`src/rtl/vend_ctrl.sv`:
```
`default_nettype none
// +------------------------------------------------------------------------+
// | Module  : vend_ctrl                                                    |
// | Purpose : Coin credit accumulation, dispense and greedy change return  |
// | Rev     : 1.0  initial release                                         |
// +------------------------------------------------------------------------+
module vend_ctrl #(
    parameter int PRICE_A    = 5,
    parameter int PRICE_B    = 7,
    parameter int MAX_CREDIT = 15,
    parameter int CW         = 5
) (
    input  logic          clk,
    input  logic          rst,
    input  logic [1:0]    in,
    input  logic          sel,
    input  logic          buy,
    input  logic          cancel,
    output logic          disp_req,
    output logic          disp_sel,
    input  logic          disp_ack,
    output logic          ret_valid,
    output logic [1:0]    ret_coin,
    input  logic          ret_ack,
    output logic [CW-1:0] credit,
    output logic          coin_reject,
    output logic          nack,
    output logic          busy
);

    localparam logic [1:0] c_idle     = 2'd0;
    localparam logic [1:0] c_collect  = 2'd1;
    localparam logic [1:0] c_dispense = 2'd2;
    localparam logic [1:0] c_change   = 2'd3;

    localparam logic [CW-1:0] c_price_a = CW'(PRICE_A);
    localparam logic [CW-1:0] c_price_b = CW'(PRICE_B);
    localparam logic [CW-1:0] c_max     = CW'(MAX_CREDIT);

    logic [1:0]    r_state, w_state_nxt;
    logic [CW-1:0] r_credit, w_credit_nxt;
    logic          r_disp_sel, w_disp_sel_nxt;
    logic          r_coin_reject, w_coin_reject_nxt;
    logic          r_nack, w_nack_nxt;

    logic [CW-1:0] w_coin_val;
    logic [CW-1:0] w_price;
    logic [CW-1:0] w_sum;
    logic [CW-1:0] w_denom;
    logic [1:0]    w_denom_code;
    logic          w_coin_in;

    assign w_coin_in = |in;
    assign w_price   = sel ? c_price_b : c_price_a;
    assign w_sum     = r_credit + w_coin_val;

    always_comb begin
        case (in)
            2'b01:   w_coin_val = CW'(1);
            2'b10:   w_coin_val = CW'(2);
            2'b11:   w_coin_val = CW'(5);
            default: w_coin_val = '0;
        endcase
    end

    // Greedy change: largest denomination not exceeding the remaining credit.
    always_comb begin
        if (r_credit >= CW'(5)) begin
            w_denom      = CW'(5);
            w_denom_code = 2'b11;
        end else if (r_credit >= CW'(2)) begin
            w_denom      = CW'(2);
            w_denom_code = 2'b10;
        end else begin
            w_denom      = CW'(1);
            w_denom_code = 2'b01;
        end
    end

    always_ff @(posedge clk or negedge rst) begin
        if (!rst) begin
            r_state       <= c_idle;
            r_credit      <= '0;
            r_disp_sel    <= 1'b0;
            r_coin_reject <= 1'b0;
            r_nack        <= 1'b0;
        end else begin
            r_state       <= w_state_nxt;
            r_credit      <= w_credit_nxt;
            r_disp_sel    <= w_disp_sel_nxt;
            r_coin_reject <= w_coin_reject_nxt;
            r_nack        <= w_nack_nxt;
        end
    end

    always_comb begin
        w_state_nxt       = r_state;
        w_credit_nxt      = r_credit;
        w_disp_sel_nxt    = r_disp_sel;
        w_coin_reject_nxt = 1'b0;
        w_nack_nxt        = 1'b0;
        case (r_state)
            c_idle: begin
                if (w_coin_in) begin
                    w_credit_nxt = w_coin_val;
                    w_state_nxt  = c_collect;
                end
                w_nack_nxt = buy;
            end
            c_collect: begin
                // Priority cancel > buy > coin; a coin losing arbitration is rejected.
                if (cancel) begin
                    w_state_nxt       = c_change;
                    w_coin_reject_nxt = w_coin_in;
                end else if (buy) begin
                    w_coin_reject_nxt = w_coin_in;
                    if (r_credit >= w_price) begin
                        w_disp_sel_nxt = sel;
                        w_credit_nxt   = r_credit - w_price;
                        w_state_nxt    = c_dispense;
                    end else begin
                        w_nack_nxt = 1'b1;
                    end
                end else if (w_coin_in) begin
                    if (w_sum <= c_max) w_credit_nxt = w_sum;
                    else                w_coin_reject_nxt = 1'b1;
                end
            end
            c_dispense: begin
                w_coin_reject_nxt = w_coin_in;
                if (disp_ack) w_state_nxt = (r_credit != '0) ? c_change : c_idle;
            end
            c_change: begin
                w_coin_reject_nxt = w_coin_in;
                if (ret_ack) begin
                    w_credit_nxt = r_credit - w_denom;
                    if (r_credit == w_denom) w_state_nxt = c_idle;
                end
            end
            default: w_state_nxt = c_idle;
        endcase
    end

    always_comb begin
        disp_req    = (r_state == c_dispense);
        disp_sel    = r_disp_sel;
        ret_valid   = (r_state == c_change);
        ret_coin    = (r_state == c_change) ? w_denom_code : 2'b00;
        credit      = r_credit;
        coin_reject = r_coin_reject;
        nack        = r_nack;
        busy        = (r_state == c_dispense) || (r_state == c_change);
    end

endmodule
`default_nettype wire
```
`config.mk`:
```
export PLATFORM = sky130hd
export DESIGN_NAME = vend_ctrl
export DESIGN_NICKNAME = d
export VERILOG_FILES = /design/src/rtl/vend_ctrl.sv
export SDC_FILE = /design/constraint.sdc
export NUM_CORES = 1
export LEC_CHECK = 0
export CELL_PAD_IN_SITES_DETAIL_PLACEMENT = 0
export CELL_PAD_IN_SITES_GLOBAL_PLACEMENT = 2
export CORE_MARGIN = 2
export CORE_UTILIZATION = 33
export DETAILED_ROUTE_END_ITERATION = 10
export PLACE_DENSITY_LB_ADDON = 0.1
export SKIP_CTS_REPAIR_TIMING = 1
export SYNTH_ARGS = -nofsm -noshare
export SYNTH_HDL_FRONTEND = slang
export SYNTH_SLANG_ARGS = --single-unit
```
`constraint.sdc`:
```
create_clock -name clk -period 3.8 [get_ports clk]
set_input_delay 0.76 -clock clk [delete_from_list [all_inputs] [get_ports clk]]
set_output_delay 0.76 -clock clk [all_outputs]
set_load 0.03 [all_outputs]
```
# After elaboration in Yosys (flattened, before gate mapping)
# Cells that the tools add are included.
# classes
add_sub_neg,3
order_cmp,4
eq_ne,17
muxes,33
bitwise_logic,1
n_reduce_logical,9
# ops
operator,count
two-way mux 5 bit,7
two-way mux 2 bit,13
"!= test 3 bit, second input constant",5
one-hot mux 5 bit (3 select lines),1
one-hot mux 3 bit (3 select lines),1
"equality test 2 bit, second input constant",4
one-hot mux 2 bit (4 select lines),1
two-way mux 1 bit,7
AND reduction 7 bit,1
"!= test 2 x 1 -> 1 bit, second input constant",3
AND reduction 6 bit,1
adder 5 bit,1
equality test 5 bit,1
"greater-or-equal comparator 5 x 2 -> 1 bit, second input constant",1
greater-or-equal comparator 5 x 3 -> 1 bit,1
"greater-or-equal comparator 5 x 3 -> 1 bit, second input constant",1
"<= comparator 5 x 4 -> 1 bit, second input constant",1
nonzero test 5 bit,1
subtractor 5 x 3 -> 5 bit,1
subtractor 5 bit,1
"equality test 2 x 1 -> 1 bit, second input constant",2
"!= test 2 bit, second input constant",2
one-hot mux 1 bit (2 select lines),2
AND reduction 4 bit,1
6 further kinds,7
# word_totals
register_bits,10
in_bits,9

# Logic depth before layout (Yosys ltp)
# depth
depth_word,9
ltp_mapped,10
mapped_depth_nobuf,10

# Worst setup path after synthesis
# No wires, ideal clock.
# synth_timing
path_type,input-to-reg
startpoint,input port in[0]
endpoint,"register r_credit[4], in the netlist credit[4]"
setup_time_ps,131
arrival_ps,2337
required_time_ps,3669
setup_slack_ps,1332
cell_stages,7
cell_sequence,ha_1 fa_1 a21oi_1 o221ai_2 a221oi_4 o21ai_1 o2bb2ai_1
# synth_between
elab_chain_len,8
# synth_rtl
item,line_no,text
from (decl),15,"input logic [1:0] in,"
branches (longest 8 deep; another with adder 5 bit),n/a,
to (signal assigned),89,r_credit <= w_credit_nxt;
to (decl),41,"logic [CW-1:0] r_credit, w_credit_nxt;"
# Parallel ways; which one is timed is not known. The select of a mux whose other input is x is not followed.
# A chain may end at the register's enable or synchronous reset.

# Final worst setup path
# layout_timing
startpoint,"register r_credit[1], in the netlist credit[1]"
endpoint,output port ret_coin[0]
# layout_between
elab_chain_len,4
# layout_rtl
item,line_no,text
greater-or-equal comparator 5 x 2 -> 1 bit,71,end else if (r_credit >= CW'(2)) begin
two-way mux 2 bit,71,
two-way mux 2 bit (*),68,if (r_credit >= CW'(5)) begin
two-way mux 2 bit (*),148,ret_coin = (r_state == c_change) ? w_denom_code : 2'b00;
to (decl),23,"output logic [1:0] ret_coin,"
# Every way passes the cells marked *; elsewhere a longest branch is shown, timed or not.

==> impl_metrics.yaml <==
placement:
  placed_cell_area_sq_mm: 0.00140
  post-dp-hpwl_microns: 2430
  numPlacedInstances: 199
  gp_congestion: 0.824
  dp_slack_ns: 0.615
  port_buffers: 21
logic_synthesis:
  synth_warnings: 0
  yosysTopAreaCell: "dfrtp_1"
  syn_nets: 159
  syn_inst: 139
  ys_top_cells_by_count: "inv_1 (11), dfrtp_1 (10), nor2_1 (10), ha_1 (8), nand2_1 (8)"
  synthDominantCellAreaShare_pct: 20.9
  synth_edf_count: 0
  synthMostInstantiatedCell: "inv_1"
  postSynth.asyncResetShare_pct: 100
  synthTopCellsByArea: "dfrtp_1 (21%), ha_1 (8.4%), fa_1 (5.0%)"
  synth_cell_type_count: 51
  ys_dominant_reg_cell: "dfrtp_1"
  seq_area_frac_synth_pct: 20.9
  syn_area_per_cell_sq_um: 8.60
  netlist_area_sq_mm: 0.00119
  synth-seq-cells: 10
global_routing:
  use_met1_pct: 22.4
  busiest_layer: "met2"
  grt_use_met2_pct: 26.8
  grt_antenna_before_repair: 0
  globalRoute.totalOverflow: 0
  grt_pass1_wl_microns: 5240
  grt_pass1_vias: 1053
  globalRouteTotalUtil_pct: 16.4
  grtUsageMet3_pct: 3.35
  grt_start_max_net_pins: 25
floorplan:
  die_area_sq_mm: 0.00412
  start_util_pct: 35.0
  io_pins: 22
  fp.dieW_microns: 64.2
  coreArea_sq_mm: 0.00342
  rows: 21
  die_h_microns: 64.2
detailed_routing:
  wl_microns: 3110
  wire_per_inst_microns: 15.4
  drtPass1Iterations: 4
  drt_iter0_drc: 40
  final_antenna_net_count: 0
  post_drt_via_cell_ratio: 5.38
  drc: 0
  via_count: 1086
clocking:
  htree_num_levels: 1
  cts_tree: "done"
  clock_path_buffers: 2
  cts_buffers: 3
  cts.clk_slew.worst_paths_ns: 0.06
  cts.sinks: 10
  clkLatencyLatePin_ns: 0.26
  root_buffer: "clkbuf_4"
critical_path:
  cp_slowest_stage_delay_ns: 0.58
  startpoint_type: "flip-flop"
  cp_max_fo: 10
  crit_path_end_kind: "output port"
  path_cells: "nor2_1 -> mux2i_1 -> or3_1 -> and2_1 -> clkdlybuf4s50_1"
  slowest_stage: "clkdlybuf4s50_1"
  critPathArrivalTime_ns: 2.30
  required_ns: 3.04
  crit_type: "flip-flop to output port"
  r2r_slack_ns: 1.06
timing:
  relSlewSlack_pct: 62.5
  setup_tns_ns: 0
  slew_violations: 0
  finalSetupViolations: 0
  fin_ws_ns: 0.735
  worst_pin_slew_ns: 0.560
  clock.fmax_mhz: 326
  period_needed_ns: 3.06
  finalHoldViolCount: 0
  rsz0062_at_grt: "no"
  period_share_pct: 80.6
  fin_skew_ns: 0.00124
final_layout:
  diodes: 0
  nets: 178
  stdcell_count: 202
  regArea_sq_um: 250
  syn2layout_area_growth_pct: 18.8
  multi_input_area_sq_um: 823
  fillCellCount: 363
  drive_above_1_share_pct: 11.5
  fin_area_sq_mm: 0.00142
worst_hold_path:
  hold_class: "flip-flop to flip-flop"
power_and_ir_drop:
  p_per_area_mw_per_mm2: 995
  vdd_drop_max_v: 0.000289
  total_leakage_power_nw: 0.602
  power.total_w: 0.00141
run_status:
  outcome: "finished clean"
flow_run:
  cap_violations: 0
logic make-up (layout without fill, tap and decap cells):
| logic type | count (synthesis) | count (layout) | share of synthesized area, % |
|---|---|---|---|
| XOR/XNOR | 3 | 3 | 2.20 |
| adder cells (fa/ha/maj) | 11 | 11 | 13.4 |
| flip-flops | 10 | 10 | 20.9 |
| multiplexers | 3 | 3 | 2.62 |
| buffers and inverters | 20 | 37 | 10.2 |
| AND/OR/NAND/NOR | 52 | 52 | 24.8 |
| AO/OA/AOI/OAI | 40 | 40 | 25.9 |
worst max-delay path, delay by kind of cell, from the launching register on:
family	cells	cell delay, ns
multiplexers	1	0.09
AND/OR/NAND/NOR	3	0.83
flip-flops	1	0.53
buffers and inverters	1	0.58
final cells by class:
type	count	share of cell area [%]
inverter	11	2.91
clock buffer	3	1.59
multi-input combinational	109	58.0
timing repair buffer	23	15.9
sequential	10	17.6
tap	46	4.05
path summary, 6_finish.rpt:
kind                                  startpoint                     end  depth (start not counted)
min in group asynchronous                    rst  r_state[0]$_DFFE_PN0P_                          1
max                        credit[1]$_DFFE_PN0P_             ret_coin[0]                          5
min                         disp_sel$_DFFE_PN0P_    disp_sel$_DFFE_PN0P_                          1
min reg2reg                 disp_sel$_DFFE_PN0P_    disp_sel$_DFFE_PN0P_                          1
max reg2reg                credit[1]$_DFFE_PN0P_   credit[4]$_DFFE_PN0P_                         10
max in group asynchronous                    rst   credit[4]$_DFFE_PN0P_                          1
power breakdown:
group / internal [W] / switching, W / total (W) / leakage (nW)
Sequential: 0.000157 / 0.0000877 / 0.000245 / 0.122
Combinational: 0.000483 / 0.000613 / 0.00110 / 0.466
Clock: 0.0000365 / 0.0000348 / 0.0000714 / 0.0138
Total: 0.000677 / 0.000736 / 0.00141 / 0.602
layer usage:
layer  vias up  share of wire, %  wire length, microns
li1        535                 -                     -
met1       520                48                  1500
met2        27                47                  1470
met3         4               3.6                   111
met4         0               1.2                    36
met5         -                 0                     0
cell usage in the layout (no fill, tap or decap), types with 2 or more instances in the layout:
cell type / n
and2_1: 3
o21ai_1: 2
nor2b_1: 4
nand2b_1: 4
fa_1: 3
nor2_1: 10
or2b_1: 2
ha_1: 8
and3b_2: 2
mux2i_1: 2
buf_4: 2
clkdlybuf4s50_1: 21
a211oi_1: 4
a21bo_2: 2
a31oi_1: 3
a22oi_1: 2
o2bb2ai_1: 2
inv_1: 11
a21oi_1: 6
dfrtp_1: 10
o21ai_0: 7
xor2_1: 2
o211ai_1: 2
nor3_1: 3
clkbuf_4: 3
nand2_1: 8
nand3_1: 5
per-stage QoR:
step	hold slack (ns)	utilization [%]
after global placement	0.476	40.9
final	0.500	41.6
after floorplan	0.464	-
after CTS	0.515	41.6
after detailed placement	0.500	40.9
after global routing	0.525	41.6
registers in the layout, summed over array words and instances, names as in the netlist:
register     count
nack             1
r_state          2
credit           5
disp_sel         1
coin_reject      1
(Power assumes the default switching activity.)
